--- src/rtl/bcd_pkg.sv ---
// Shared BCD types, constants and elaboration-time conversion helper.
package bcd_pkg;

    typedef logic [3:0] bcd_digit_t;

    localparam bcd_digit_t BCD_MAX_DIGIT = 4'd9;

    // Widest counter to_bcd can describe.
    localparam int unsigned BCD_MAX_DIGITS = 8;

    // Convert a binary integer into packed BCD, least-significant digit in [3:0].
    function automatic logic [4*BCD_MAX_DIGITS-1:0] to_bcd(input int value, input int digits);
        logic [4*BCD_MAX_DIGITS-1:0] r;
        int v;
        r = '0;
        v = value;
        for (int i = 0; i < int'(BCD_MAX_DIGITS); i++) begin
            if (i < digits) begin
                r[4*i +: 4] = 4'(v % 10);
                v = v / 10;
            end
        end
        return r;
    endfunction

endpackage

--- src/rtl/bcd_digit.sv ---
// One BCD digit of the step datapath: increment/decrement with carry/borrow chaining.
module bcd_digit
    import bcd_pkg::*;
(
    input  bcd_digit_t d,
    input  logic       up,
    input  logic       down,
    input  logic       cin,
    input  logic       bin,
    output bcd_digit_t nxt,
    output logic       cout,
    output logic       bout
);

    // Next digit value and ripple into the next digit.
    always_comb begin
        nxt  = d;
        cout = 1'b0;
        bout = 1'b0;
        if (up && cin) begin
            if (d >= BCD_MAX_DIGIT) begin
                nxt  = 4'd0;
                cout = 1'b1;
            end else begin
                nxt = d + 4'd1;
            end
        end else if (down && bin) begin
            if (d == 4'd0) begin
                nxt  = BCD_MAX_DIGIT;
                bout = 1'b1;
            end else begin
                nxt = d - 4'd1;
            end
        end
    end

endmodule

--- src/rtl/bcd_set_counter.sv ---
// Multi-digit BCD set counter with arm-qualified stepping, wrap/saturate and checked load.
module bcd_set_counter
    import bcd_pkg::*;
#(
    parameter int unsigned DIGITS  = 2,
    parameter int unsigned MAX_VAL = 59,
    parameter int unsigned MIN_VAL = 0,
    parameter int unsigned WRAP    = 1
) (
    input  logic                clk,
    input  logic                reset_n,
    input  logic                en,
    input  logic                inc,
    input  logic                dec,
    input  logic                rearm,
    input  logic                load,
    input  logic [4*DIGITS-1:0] load_val,
    output logic [4*DIGITS-1:0] q,
    output logic                at_max,
    output logic                at_min,
    output logic                carry,
    output logic                borrow,
    output logic                load_err
);

    localparam int unsigned W = 4 * DIGITS;
    localparam logic [W-1:0] MAX_BCD = W'(to_bcd(int'(MAX_VAL), int'(DIGITS)));
    localparam logic [W-1:0] MIN_BCD = W'(to_bcd(int'(MIN_VAL), int'(DIGITS)));

    logic          armed;
    logic          armed_nxt;
    logic [W-1:0]  q_nxt;
    logic          carry_nxt;
    logic          borrow_nxt;
    logic          load_err_nxt;
    logic          step_req;
    logic          up;
    logic          down;
    logic          load_ok;
    logic [W-1:0]  step_val;
    logic [DIGITS:0] cin;
    logic [DIGITS:0] bin;
    logic          unused_chain;

    assign up       = inc & ~dec;
    assign down     = dec & ~inc;
    assign step_req = en & armed & (inc ^ dec);
    assign cin[0]   = 1'b1;
    assign bin[0]   = 1'b1;

    // Out-of-range carry/borrow never reaches q: the limit compare handles the top end.
    assign unused_chain = cin[DIGITS] ^ bin[DIGITS];

    // Digit chain producing the plain BCD +1/-1 of q.
    for (genvar g = 0; g < int'(DIGITS); g++) begin : g_digit
        bcd_digit u_digit (
            .d    (q[4*g +: 4]),
            .up   (up),
            .down (down),
            .cin  (cin[g]),
            .bin  (bin[g]),
            .nxt  (step_val[4*g +: 4]),
            .cout (cin[g+1]),
            .bout (bin[g+1])
        );
    end

    // Limit flags decoded from the q register only.
    assign at_max = (q == MAX_BCD);
    assign at_min = (q == MIN_BCD);

    // Load acceptance: every nibble a decimal digit and the value inside the range.
    always_comb begin
        load_ok = (load_val >= MIN_BCD) && (load_val <= MAX_BCD);
        for (int i = 0; i < int'(DIGITS); i++) begin
            if (load_val[4*i +: 4] > BCD_MAX_DIGIT) begin
                load_ok = 1'b0;
            end
        end
    end

    // Next state: load beats step, step beats re-arm.
    always_comb begin
        q_nxt        = q;
        armed_nxt    = armed;
        carry_nxt    = 1'b0;
        borrow_nxt   = 1'b0;
        load_err_nxt = 1'b0;
        if (load) begin
            if (load_ok) begin
                q_nxt     = load_val;
                armed_nxt = 1'b1;
            end else begin
                load_err_nxt = 1'b1;
            end
        end else if (step_req) begin
            armed_nxt = 1'b0;
            if (up) begin
                if (at_max) begin
                    if (WRAP != 0) begin
                        q_nxt     = MIN_BCD;
                        carry_nxt = 1'b1;
                    end
                end else begin
                    q_nxt = step_val;
                end
            end else begin
                if (at_min) begin
                    if (WRAP != 0) begin
                        q_nxt      = MAX_BCD;
                        borrow_nxt = 1'b1;
                    end
                end else begin
                    q_nxt = step_val;
                end
            end
        end else if (rearm || !en) begin
            armed_nxt = 1'b1;
        end
    end

    // State and pulse registers.
    always_ff @(posedge clk or negedge reset_n) begin
        if (!reset_n) begin
            q        <= MIN_BCD;
            armed    <= 1'b1;
            carry    <= 1'b0;
            borrow   <= 1'b0;
            load_err <= 1'b0;
        end else begin
            q        <= q_nxt;
            armed    <= armed_nxt;
            carry    <= carry_nxt;
            borrow   <= borrow_nxt;
            load_err <= load_err_nxt;
        end
    end

endmodule
--- config.mk ---
export PLATFORM = sky130hd
export DESIGN_NAME = bcd_set_counter
export DESIGN_NICKNAME = d
export VERILOG_FILES = /design/src/rtl/bcd_pkg.sv /design/src/rtl/bcd_digit.sv /design/src/rtl/bcd_set_counter.sv
export SDC_FILE = /design/constraint.sdc
export NUM_CORES = 1
export LEC_CHECK = 0
export ABC_AREA = 1
export CORE_MARGIN = 2
export CORE_UTILIZATION = 45
export CTS_BUF_LIST = sky130_fd_sc_hd__clkbuf_8
export CTS_CLUSTER_DIAMETER = 80
export DETAILED_ROUTE_END_ITERATION = 6
export GPL_TIMING_DRIVEN = 0
export PLACE_DENSITY = 0.73
export SLEW_MARGIN = 5
export SYNTH_ARGS = -nofsm -noshare
export SYNTH_HDL_FRONTEND = slang
export SYNTH_SLANG_ARGS = --single-unit
--- constraint.sdc ---
create_clock -name clk -period 1.9 [get_ports clk]
set_input_delay 0.38 -clock clk [delete_from_list [all_inputs] [get_ports clk]]
set_output_delay 0.38 -clock clk [all_outputs]
set_load 0.02 [all_outputs]
==> results of run 1 <==
## area by class of cell
| cell class | count | area [um^2] |
|---|---|---|
| plain buffers | 6 | 53.8 |
| inverters | 27 | 101 |
| well taps | 30 | 37.5 |
| repair buffers | 27 | 258 |
| flip-flops and latches | 12 | 305 |
| fillers | 239 | 907 |
| clock buffers | 4 | 55.1 |
| multi-input cells | 142 | 805 |
## worst max-delay path, cell delays in order, from the launching register on
cell,delay [ns]
dfrtp_1,0.47
inv_1,0.18
ha_4,0.20
nand2_4,0.07
nor2_4,0.11
buf_2,0.17
## stage by stage
| step | setup TNS [ns] | cells |
|---|---|---|
| after floorplan | 0 | 187 |
| final | 0 | 248 |
| after detailed placement | -1.59 | 243 |
| after global placement | -1.35 | 243 |
| after global routing | -0.00736 | 248 |
| after CTS | 0 | 247 |
## synthesized netlist by cell type, drive strengths merged
library cell  number  share of area
inv               27          0.083
ha                 9          0.093
xor2               3          0.022
nand3             20          0.091
o22ai              1         0.0052
xnor2              1         0.0072
dfrtp             11           0.23
buf                6          0.044
a21o               1         0.0062
nand3b             1         0.0093
nand2             54           0.18
nand4              3          0.015
o21ai              4          0.020
nor2              29           0.11
a21boi             1         0.0062
dfstp              1          0.022
a21oi             14          0.058
o31ai              1         0.0062
## layer usage
layer,routed length [um],part of all wire,vias up
met1,1290,0.45,557
met4,18,0.0063,0
met2,1370,0.48,41
met3,163,0.057,2
li1,-,-,649
met5,0,0,-
## registers in the layout, summed over array words and instances (netlist names)
| register | flops |
|---|---|
| borrow | 1 |
| q | 8 |
| carry | 1 |
| armed | 1 |
| load_err | 1 |
## worst paths after layout
path / depth (start not counted) / endpoint / startpoint / slack (ns)
max in group asynchronous: 1 / q[5]$_DFFE_PN0P_ / reset_n / 1.00
min in group asynchronous: 1 / load_err$_DFF_PN0_ / reset_n / 0.50
setup reg to reg: 10 / q[0]$_DFFE_PN0P_ / q[0]$_DFFE_PN0P_ / 0.23
hold reg to reg: 2 / armed$_DFFE_PN1P_ / armed$_DFFE_PN1P_ / 0.48
setup / recovery: 5 / at_min / q[0]$_DFFE_PN0P_ / 0.08
hold / removal: 3 / load_err$_DFF_PN0_ / load / 0.45
## timing repair
item	4_1_cts	5_1_grt
setup endpoints to repair	2	7
buffers inserted	0	1
resized for setup	18	7
## logic make-up after synthesis
family                     after synthesis
buffers and inverters                   33
and+or+nand+nor                        107
adders and majority gates                9
AOI/OAI and AO/OA                       22
DFF                                     12
xor gates and xnor gates                 4
## power by group
group	internal [uW]	switching, uW	total [uW]
logic	303	396	699
clock network	183	94.3	277
registers	303	60.2	363
total	789	550	1340
==> results_dict.tcl, run 1 <==
set metrics [dict create \
    vias 1249 \
    cp-start-kind "register" \
    ys_types 28 \
    final_common_cell "nand2_1" \
    ys_warn_count 0 \
    relSlewSlack 0.626 \
    finClkSkew_ns 0.00182 \
    synth_xor_area_frac 0.0288 \
    grtUsageMet1 0.250 \
    synth_top_family_by_area "simple AND/OR/NAND/NOR gates" \
    finalHoldViolCount 0 \
    outcome "complete, no violations" \
    dp_hpwl_mm 2.24 \
    hold_class "in -> reg" \
    dr.pass1.iters 4 \
    syn_area_um2 1210 \
    die_h_um 56.0 \
    grt_antenna_before_repair 0 \
    nNetsFinal 243 \
    rsz0062_at_grt "true" \
    cap_violations 0 \
    syn-instance-count 187 \
    cp.arrival_ns 1.44 \
    worstSetupEndpointType "output port" \
    grt_pass1_vias 1213 \
    p_total_uw 1340 \
    grtUsageMet2 0.341 \
    antenna_cells 0 \
    synth_seq_cells 12 \
    dieArea_um2 3130 \
    cts_hold_buf 0 \
    synth-seq-area-share 0.248 \
    cts_max_level 1 \
    path_class "reg -> out" \
    initial_core_util 0.482 \
    vias_per_cell 5.04 \
    synth_compound_area_frac 0.101 \
    tightest_slew_ns 0.559 \
    ios 28 \
    pre_cts_ws_ns -0.237 \
    grt_pass1_wl_mm 5.13 \
    slew_violations 0 \
    worst-path-max-fanout 7 \
    syn_avg_cell_area_um2 6.50 \
    final_antenna_net_count 0 \
    synth_nets 211 \
    grt.busiest_layer "met2" \
    setup_viol 0 \
    clockBufferDepth 2 \
    leakagePower_uw 0.000823 \
    numCtsBuffers 3 \
    drt_first_iter_violations 27 \
    powerDensity_nw_per_um2 829 \
    clk_latency_ns 0.24 \
    area_delta_synth_final_pct 33.0 \
    wire_per_inst_um 11.4 \
    gp_congestion 0.799 \
    period_share 0.959 \
    drive_gt1_frac 0.193 \
    wirelength_mm 2.84 \
    crit_required_ns 1.52 \
    clk_pin_slew_worst_paths_ns 0.05 \
    synthMuxAreaShare 0 \
    clock_sinks 12 \
    die_x_um 56.0 \
    drc 0 \
    cts_tree "yes" \
    fmax_mhz 549 \
    grt_start_max_net_pins 13 \
    root_buffer "clkbuf_8" \
    core_um2 2520 \
    dpl_cell_area_um2 1510 \
    yosys.area_share.simple 0.402 \
    use_met3 0.0326 \
    fin_ws_ns 0.0774 \
    row_count 18 \
    track_usage 0.199 \
    fin_area_um2 1620 \
    post-route-util 0.640 \
    final_cell_mix "nand2_1, nor2_1, clkdlybuf4s50_1, inv_1, nand3_1" \
    synthAdderAreaFrac 0.0927 \
    portBuffers 26 \
    fin_hold_ws_ns 0.454 \
    ir_drop_mv 0.629 \
    finalWorstPathRequiredPeriod_ns 1.82 \
    grt_overflow 0 \
]
(Power assumes the default switching activity.)
==> run 2: changes to the inputs <==
- GPL_ROUTABILITY_DRIVEN: not set -> 0
==> results of run 2 <==
Final layout, timing and power as in run 1 (identical DEF).
==> run 3: changes to the inputs <==
- TNS_END_PERCENT: not set -> 30
==> results of run 3 <==
Final layout, timing and power as in run 1 (identical DEF).
